--- config.mk ---
export PLATFORM = sky130hd
export DESIGN_NAME = preadd_pipe_gen
export DESIGN_NICKNAME = d
export VERILOG_FILES = /design/src/rtl/dsp_pkg.sv /design/src/rtl/delay_line_ce.sv /design/src/rtl/preadd_pipe_gen.sv
export SDC_FILE = /design/constraint.sdc
export NUM_CORES = 1
export LEC_CHECK = 0
export CORE_AREA = 2 2 139 128
export CTS_BUF_LIST = sky130_fd_sc_hd__clkbuf_4
export DETAILED_ROUTE_END_ITERATION = 7
export DIE_AREA = 0 0 141 130
export PLACE_DENSITY = 0.73
export SYNTH_ARGS = -nofsm -noshare
export SYNTH_HDL_FRONTEND = slang
export SYNTH_SLANG_ARGS = --single-unit
--- constraint.sdc ---
create_clock -name clk -period 5.01 [get_ports clk]
set_input_delay 1.002 -clock clk [delete_from_list [all_inputs] [get_ports clk]]
set_output_delay 1.002 -clock clk [all_outputs]
set_load 0.03 [all_outputs]
--- src/rtl/dsp_pkg.sv ---
`default_nettype none
// ============================================================================
//  Module   : dsp_pkg
//  Brief    : Shared constants and helpers for the A/D pre-adder front end.
//  Revision : 1.0 - initial release
// ============================================================================
package dsp_pkg;

    localparam int IM_A1_SEL = 0;
    localparam int IM_A_ZERO = 1;
    localparam int IM_D_EN   = 2;
    localparam int IM_SUB    = 3;

    function automatic longint sat_max(input int m_width);
        return (longint'(1) <<< (m_width - 1)) - 1;
    endfunction

    function automatic longint sat_min(input int m_width);
        return -(longint'(1) <<< (m_width - 1));
    endfunction

    // Edges from in_valid to out_valid, measured with the A tap on AMUX
    function automatic int preadd_latency(input int a_depth, input int ad_depth, input int use_dport);
        return a_depth + ((use_dport != 0) ? ad_depth : 0);
    endfunction

endpackage
`default_nettype wire

--- src/rtl/delay_line_ce.sv ---
`default_nettype none
// ============================================================================
//  Module   : delay_line_ce
//  Brief    : Clock-enabled shift register with sync reset; DEPTH 0 is a wire.
//  Revision : 1.0 - initial release
// ============================================================================
module delay_line_ce #(
    parameter int WIDTH = 1,
    parameter int DEPTH = 1
) (
    input  logic             clk,
    input  logic             rst,
    input  logic             ce,
    input  logic [WIDTH-1:0] i_din,
    output logic [WIDTH-1:0] o_dout,
    output logic [WIDTH-1:0] o_stage0
);

    if (DEPTH == 0) begin : g_wire
        logic w_ctrl_unused;
        assign w_ctrl_unused = ^{clk, rst, ce};
        assign o_dout   = i_din;
        assign o_stage0 = i_din;
    end else begin : g_pipe
        logic [WIDTH-1:0] r_stage [DEPTH];

        always_ff @(posedge clk) begin
            if (rst) begin
                for (int i = 0; i < DEPTH; i++) begin
                    r_stage[i] <= '0;
                end
            end else if (ce) begin
                r_stage[0] <= i_din;
                for (int i = 1; i < DEPTH; i++) begin
                    r_stage[i] <= r_stage[i-1];
                end
            end
        end

        assign o_dout   = r_stage[DEPTH-1];
        assign o_stage0 = r_stage[0];
    end

endmodule
`default_nettype wire

--- src/rtl/preadd_pipe_gen.sv ---
`default_nettype none
// ============================================================================
//  Module   : preadd_pipe_gen
//  Brief    : A/D operand front end with pre-adder and valid-token tracking.
//             Optional macro PREADD_SAT_EN: saturating pre-adder + preadd_ovf.
//  Revision : 1.0 - initial release
// ============================================================================
module preadd_pipe_gen
    import dsp_pkg::*;
#(
    parameter int A_WIDTH    = 30,
    parameter int M_WIDTH    = 25,
    parameter int A_DEPTH    = 2,
    parameter int D_DEPTH    = 1,
    parameter int AD_DEPTH   = 1,
    parameter int USE_DPORT  = 1,
    parameter int INMODE_REG = 1
) (
    input  logic               clk,
    input  logic               rst,
    input  logic               ce,
    input  logic               a_input_sel,
    input  logic [A_WIDTH-1:0] A,
    input  logic [A_WIDTH-1:0] ACIN,
    input  logic [M_WIDTH-1:0] D,
    input  logic [3:0]         IN_MODE,
    input  logic               in_valid,
    output logic [A_WIDTH-1:0] AMUX,
    output logic [A_WIDTH-1:0] ACOUT,
    output logic [M_WIDTH-1:0] A_MULT,
    output logic               out_valid
`ifdef PREADD_SAT_EN
    ,
    output logic               preadd_ovf
`endif
);

    localparam int c_LAT = preadd_latency(A_DEPTH, AD_DEPTH, USE_DPORT);

    logic [3:0]         w_im;
    logic [A_WIDTH-1:0] w_a_sel;
    logic [A_WIDTH-1:0] w_amux;
    logic [A_WIDTH-1:0] w_a_stage0;
    logic [A_WIDTH-1:0] w_tap;
    logic [M_WIDTH-1:0] w_a_pre;
    logic               w_v_stage0_unused;

    if (INMODE_REG != 0) begin : g_im_reg
        logic [3:0] r_im;
        always_ff @(posedge clk) begin
            if (rst) begin
                r_im <= '0;
            end else if (ce) begin
                r_im <= IN_MODE;
            end
        end
        assign w_im = r_im;
    end else begin : g_im_comb
        assign w_im = IN_MODE;
    end

    assign w_a_sel = a_input_sel ? A : ACIN;

    delay_line_ce #(
        .WIDTH (A_WIDTH),
        .DEPTH (A_DEPTH)
    ) u_a_pipe (
        .clk      (clk),
        .rst      (rst),
        .ce       (ce),
        .i_din    (w_a_sel),
        .o_dout   (w_amux),
        .o_stage0 (w_a_stage0)
    );

    assign AMUX  = w_amux;
    assign ACOUT = w_amux;

    // Early tap only exists when there is a distinct first stage to pick
    if (A_DEPTH >= 2) begin : g_tap_sel
        assign w_tap = w_im[IM_A1_SEL] ? w_a_stage0 : w_amux;
    end else begin : g_tap_amux
        logic w_tap_unused;
        assign w_tap_unused = ^{w_im[IM_A1_SEL], w_a_stage0};
        assign w_tap = w_amux;
    end

    if (A_WIDTH > M_WIDTH) begin : g_tap_trunc
        logic w_tap_hi_unused;
        assign w_tap_hi_unused = ^w_tap[A_WIDTH-1:M_WIDTH];
    end

    assign w_a_pre = w_im[IM_A_ZERO] ? '0 : w_tap[M_WIDTH-1:0];

    if (USE_DPORT != 0) begin : g_dport
        logic [M_WIDTH-1:0] w_d_last;
        logic [M_WIDTH-1:0] w_d_stage0_unused;
        logic [M_WIDTH-1:0] w_d_pre;
        logic [M_WIDTH-1:0] w_sum;

        delay_line_ce #(
            .WIDTH (M_WIDTH),
            .DEPTH (D_DEPTH)
        ) u_d_pipe (
            .clk      (clk),
            .rst      (rst),
            .ce       (ce),
            .i_din    (D),
            .o_dout   (w_d_last),
            .o_stage0 (w_d_stage0_unused)
        );

        assign w_d_pre = w_im[IM_D_EN] ? w_d_last : '0;

`ifdef PREADD_SAT_EN
        localparam logic [M_WIDTH-1:0] c_SAT_MAX = M_WIDTH'(sat_max(M_WIDTH));
        localparam logic [M_WIDTH-1:0] c_SAT_MIN = M_WIDTH'(sat_min(M_WIDTH));
        logic [M_WIDTH:0] w_sum_wide;
        logic             w_ovf;

        assign w_sum_wide = w_im[IM_SUB]
                          ? ({w_d_pre[M_WIDTH-1], w_d_pre} - {w_a_pre[M_WIDTH-1], w_a_pre})
                          : ({w_d_pre[M_WIDTH-1], w_d_pre} + {w_a_pre[M_WIDTH-1], w_a_pre});
        // Top two bits disagree exactly when the true result left the M_WIDTH range
        assign w_ovf = w_sum_wide[M_WIDTH] ^ w_sum_wide[M_WIDTH-1];
        assign w_sum = !w_ovf ? w_sum_wide[M_WIDTH-1:0]
                     : (w_sum_wide[M_WIDTH] ? c_SAT_MIN : c_SAT_MAX);
`else
        assign w_sum = w_im[IM_SUB] ? (w_d_pre - w_a_pre) : (w_d_pre + w_a_pre);
`endif

        if (AD_DEPTH != 0) begin : g_ad_reg
            logic [M_WIDTH-1:0] r_ad;
            always_ff @(posedge clk) begin
                if (rst) begin
                    r_ad <= '0;
                end else if (ce) begin
                    r_ad <= w_sum;
                end
            end
            assign A_MULT = r_ad;
`ifdef PREADD_SAT_EN
            logic r_ovf;
            always_ff @(posedge clk) begin
                if (rst) begin
                    r_ovf <= 1'b0;
                end else if (ce) begin
                    r_ovf <= w_ovf;
                end
            end
            assign preadd_ovf = r_ovf;
`endif
        end else begin : g_ad_comb
            assign A_MULT = w_sum;
`ifdef PREADD_SAT_EN
            assign preadd_ovf = w_ovf;
`endif
        end
    end else begin : g_no_dport
        logic w_dport_unused;
        assign w_dport_unused = ^{D, w_im[IM_D_EN], w_im[IM_SUB]};
        assign A_MULT = w_a_pre;
`ifdef PREADD_SAT_EN
        assign preadd_ovf = 1'b0;
`endif
    end

    delay_line_ce #(
        .WIDTH (1),
        .DEPTH (c_LAT)
    ) u_valid_pipe (
        .clk      (clk),
        .rst      (rst),
        .ce       (ce),
        .i_din    (in_valid),
        .o_dout   (out_valid),
        .o_stage0 (w_v_stage0_unused)
    );

endmodule
`default_nettype wire

-- Word level (Yosys, flattened, before mapping)
Memories as Yosys holds them, arrays and structs flattened.
Cells that the tools add are included.
- word-level logic and storage cells: 30
- input port bits: 94
- bits in writable memories: 88
- memories kept: 3
- flip-flop bits (word level): 29
- output and inout port bits: 86
- reduce and logical (&&, ||, !) cells: 1
- bitwise operators: 5
- multiplexer cells: 17
- $add $sub $neg: 2
- memory list (name ; words ; width ; read ports ; clocked after memory_dff ; write ports ; RTL line ; source):
    u_a_pipe.g_pipe.r_stage ; 2 ; 30 ; 2 ; 0 ; 2 ; delay_line_ce.sv:25 ; logic [WIDTH-1:0] r_stage [DEPTH];
    g_dport.u_d_pipe.g_pipe.r_stage ; 1 ; 25 ; 1 ; 0 ; 1 ; delay_line_ce.sv:25 ;
    u_valid_pipe.g_pipe.r_stage ; 3 ; 1 ; 3 ; 0 ; 3 ; delay_line_ce.sv:25 ;
- operators by type and width (cell ; count):
    two-way mux 25 bit ; 5
    two-way mux 30 bit ; 3
    adder 25 bit ; 1
    OR reduction 25 bit ; 1
    subtractor 25 bit ; 1
    two-way mux 1 bit ; 9
    OR 1 bit ; 5

-- Depth between registers and ports, before layout
- depth after elaboration: 5
- mapped depth: 21
- depth with buffers taken out: 18

-- Modules after synthesis
A second synthesis with hierarchy kept.
- cell total of the unflattened synthesis: 764
- area total of the unflattened synthesis: 7942.6 um^2
- by module, submodules not included (module ; sequential area each (um^2) ; area an instance (um^2) ; cells an instance ; times used):
    preadd_pipe_gen ; 580.6 ; 4136.5 ; 544 ; 1
    delay_line_ce at u_a_pipe ; 1801.7 ; 2468.6 ; 133 ; 1
    delay_line_ce at g_dport.u_d_pipe ; 750.7 ; 1214.9 ; 80 ; 1
    delay_line_ce at u_valid_pipe ; 90.1 ; 122.6 ; 7 ; 1

-- Worst setup path before layout
Ideal clock, no wire load.
- kind: register to register
- start: register g_im_reg.r_im[0]
- end: register g_dport.g_ad_reg.r_ad[24], in the netlist A_MULT[24]
- arrival: 4485 ps
- required time: 4885 ps
- setup slack: 399 ps
- library setup time: 125 ps
- period minus slack after synthesis: 4611 ps
- stages on the path, launching flop included: 22
- buffers on the path: 3
- cell sequence: dfxtp_1 -> buf_6 -> buf_2 -> buf_2 -> mux2i_1 -> nor2_1 -> inv_1 -> ha_1 -> o221ai_2 -> nor4_1 -> and2_1 -> and2b_1 -> a21oi_1 -> o32a_1 -> ha_1 -> nand2_1 -> o21ai_1 -> or4b_2 -> a31o_2 -> a41oi_1 -> xnor2_1 -> o21ai_1
- longest elaborated chain between the ends: 4
- elaborated cells between the ends (all ways): 5
- those cells by class: add/sub (2); mux (3)
- RTL lines (item ; RTL line ; source):
    start, declared ; preadd_pipe_gen.sv:49 ; logic [3:0] r_im;
    start signal, assigned ; preadd_pipe_gen.sv:52 ; r_im <= '0;
    start signal, assigned ; preadd_pipe_gen.sv:54 ; r_im <= IN_MODE;
    two-way mux 25 bit (*) ; preadd_pipe_gen.sv:81 ; assign w_tap = w_im[IM_A1_SEL] ? w_a_stage0 : w_amux;
    two-way mux 25 bit (*) ; preadd_pipe_gen.sv:93 ; assign w_a_pre = w_im[IM_A_ZERO] ? '0 : w_tap[M_WIDTH-1:0];
    adder 25 bit / subtractor 25 bit (equally long branches) ; preadd_pipe_gen.sv:129 ; assign w_sum = w_im[IM_SUB] ? (w_d_pre - w_a_pre) : (w_d_pre + w_a_pre);
    two-way mux 25 bit (*) ; preadd_pipe_gen.sv:129 ;
    end signal, assigned ; preadd_pipe_gen.sv:138 ; r_ad <= w_sum;
    end, declared ; preadd_pipe_gen.sv:133 ; logic [M_WIDTH-1:0] r_ad;
Mark *: on every way between the ends. The rest lies on a longest branch, timed or not.
A chain may end at the register's enable or synchronous reset.

-- Worst setup path in the final report
Ends and elaborated chain as after synthesis.

==> results <==
[worst max path at each step]
stage,from,end,cells after the start
detailed placement,g_im_reg.r_im[0],A_MULT[24],17
CTS,g_im_reg.r_im[0],A_MULT[24],17
global placement,g_im_reg.r_im[0],A_MULT[24],17
finish,g_im_reg.r_im[0],A_MULT[24],17
floorplan,g_im_reg.r_im[0],A_MULT[24],21
global route,g_im_reg.r_im[0],A_MULT[24],17
[through the flow]
step	cells	utilization, %
2_1_floorplan	778	-
3_3_place_gp	1088	53.04
3_5_place_dp	1088	53.04
4_1_cts	1120	54.42
5_1_grt	1121	54.44
6_report	1121	54.44
[state kept, by name, summed over array words and instances (netlist names)]
signal and flops:
A_MULT 25, g_dport.u_d_pipe.g_pipe.r_stage 25, g_im_reg.r_im 4, u_a_pipe.g_pipe.r_stage 60, u_valid_pipe.g_pipe.r_stage 3
[metal layers]
layer | global-route usage [%] | vias to the layer above | share of wire (%)
met4 | 6.118 | 0 | 1.3
li1 | - | 2915 | -
met1 | 27.92 | 2689 | 48
met3 | 4.734 | 13 | 5.9
met2 | 30.70 | 177 | 45
met5 | 0 | - | 0
[power by group through the flow]
| stage | Combinational, W | Sequential, W | Clock [W] |
|---|---|---|---|
| floorplan | 0.000540 | 0.00125 | 0 |
| global placement | 0.000844 | 0.00121 | 0 |
| detailed placement | 0.000846 | 0.00121 | 0 |
| CTS | 0.000850 | 0.00119 | 0.000614 |
| global route | 0.000924 | 0.00120 | 0.000652 |
| finish | 0.000851 | 0.00119 | 0.000598 |
[cell usage after synthesis, drive strengths merged, types with 11 or more instances]
library cell / n / share of area, %
xnor2: 24 / 2.8
clkbuf: 26 / 1.3
nand2: 32 / 1.6
xor2: 11 / 1.3
inv: 12 / 0.60
buf: 72 / 6.9
dfxtp: 29 / 7.8
nor3: 13 / 0.87
edfxtp: 88 / 35
and2: 83 / 6.9
mux2i: 63 / 8.4
nor2: 120 / 6.0
o21ai: 23 / 1.5
ha: 25 / 4.2
a21oi: 47 / 3.1
[worst max-delay path, cell delays in order (launching register included)]
cell	delay, ps
dfxtp_2	560
mux2i_1	290
or2_2	160
ha_1	180
o221ai_2	150
nor4_1	410
and2_1	240
and2b_1	200
a21oi_1	80
o32a_1	300
ha_1	350
nand2_1	110
o21ai_1	80
or4b_2	610
a31o_2	250
a41oi_1	190
xnor2_1	160
o21ai_1	70
[logic make-up (layout without fill, tap and decap cells)]
group / Yosys count / count (layout) / synth area share [%]
other cells: 0 / 1 / 0
buf+inv: 110 / 236 / 8.757
fa+ha+maj: 26 / 26 / 4.445
compound gates: 136 / 136 / 11.88
xor+xnor: 35 / 35 / 4.094
mux: 63 / 63 / 8.422
simple gates: 291 / 291 / 19.35
flops: 117 / 117 / 43.05
[area by class of cell]
type / instances / area (um2)
Fill cell: 1543 / 7789
Multi-Input combinational cell: 551 / 3616
Sequential cell: 117 / 3224
Timing Repair Buffer: 192 / 1909
Tap cell: 216 / 270.3
Clock buffer: 17 / 127.6
Clock inverter: 15 / 108.9
Inverter: 12 / 46.29
Antenna cell: 1 / 2.502
==> impl_metrics.ini <==
[run_status]
status = complete, no violations

[global_routing]
grt_pass1_wl_mm = 28.35
grt_pass1_vias = 5414
grt_max_degree = 48
track_usage_pct = 19.88
antenna_found_initial = 1
overflow = 0

[detailed_routing]
postRouteAntennaNets = 0
drc = 0
first_pass_iters = 5
drt_iter0_markers = 434
viasPerCell = 5.169
wire_per_inst_um = 15.80
routed_wl_mm = 17.72
vias = 5794

[timing]
fmax_mhz = 221.2
setup_viol = 0
finalHoldViolations = 0
final_max_slew_viol_count = 0
fin_crit_sh_pct = 90.24
worst_pin_slew_ps = 852.1
rsz0062_at_grt = false
setup-tns-final_ps = 0
min_period_ps = 4521
setup_slack_ps = 489.2
finClkSkew_ps = 26.05
whs_ps = 462.2
slew_headroom_pct = 43.19

[floorplan]
die_area_um2 = 18330
pin_count = 180
core_area_um2 = 17090
die-width_um = 141
initial_core_util_pct = 43.80
rows = 46
die_h_um = 130

[clock_network]
clockRootBuffer = clkbuf_4
htreeDepth = 4
cts_tree = built
clk_latency_ps = 560
hold_buffers = 0
ctsResizeCount = 0
clock-sinks = 117
clkTransAtPathRegs_ps = 130
clockBufferDepth = 2
post_cts_buffers = 0
cts_buffers = 17

[yosys]
synth_area_um2 = 7487
syn-mean-instance-area_um2 = 9.624
synth_async_sr_flop_share_pct = 0
synth_edf_count = 88
synthCells = 778
yosysSeqAreaShare_pct = 43.05
dominantRegCellSynth = edfxtp_1
yosys.cell_types.count = 63
synth_seq_cells = 117
yosysWarnings = 0
syn_nets = 898

[power]
power_frac_clock_pct = 22.7
ir_worst_vdd_uv = 135.2
p_comb_share_pct = 32.3
powerDensity_nw_per_um2 = 283.4
seqPwrFrac_pct = 45.1
total_power_w = 0.002637
cellLeakagePower_nw = 3.625
p_int_w = 0.001707
switching_share_pct = 35.27
switching_power_w = 0.0009302

[cells_and_area]
areaGrowthSynthToFinish_pct = 24.28
final_area_um2 = 9305
layout-drive-gt1-share_pct = 6.416
nets = 1011
final_common_cell = clkdlybuf4s50_1
layout_common_cells = 178 x clkdlybuf4s50_1, 119 x nor2_1, 88 x edfxtp_1, 83 x and2_1, 63 x mux2i_1

[worst_setup_path]
reg2reg_setup_slack_ps = 490
timing.rr.end = A_MULT[24]
worstSetupStartpointType = flip-flop
critPathRequiredTime_ps = 5440
worstRegToRegCells = 17
arrival_ps = 4950
cp-end-kind = flip-flop
r2r_start = g_im_reg.r_im[0]
worst-path-max-fanout = 13
criticalPathCategory = flip-flop to flip-flop

[place]
port_buffers = 179
post-place-ws_ps = 545.5
placed_cell_area_um2 = 9066
gp_congestion = 0.9519
dp_hpwl_mm = 13.56

[job]
cap_violations = 0

[worst_hold_path]
whs_endpoint = A_MULT[24]
hp-start = A_MULT[24]
hp-class = flip-flop to flip-flop
min_path_cells = 2
Note: power is estimated with default switching activity, not from simulation.
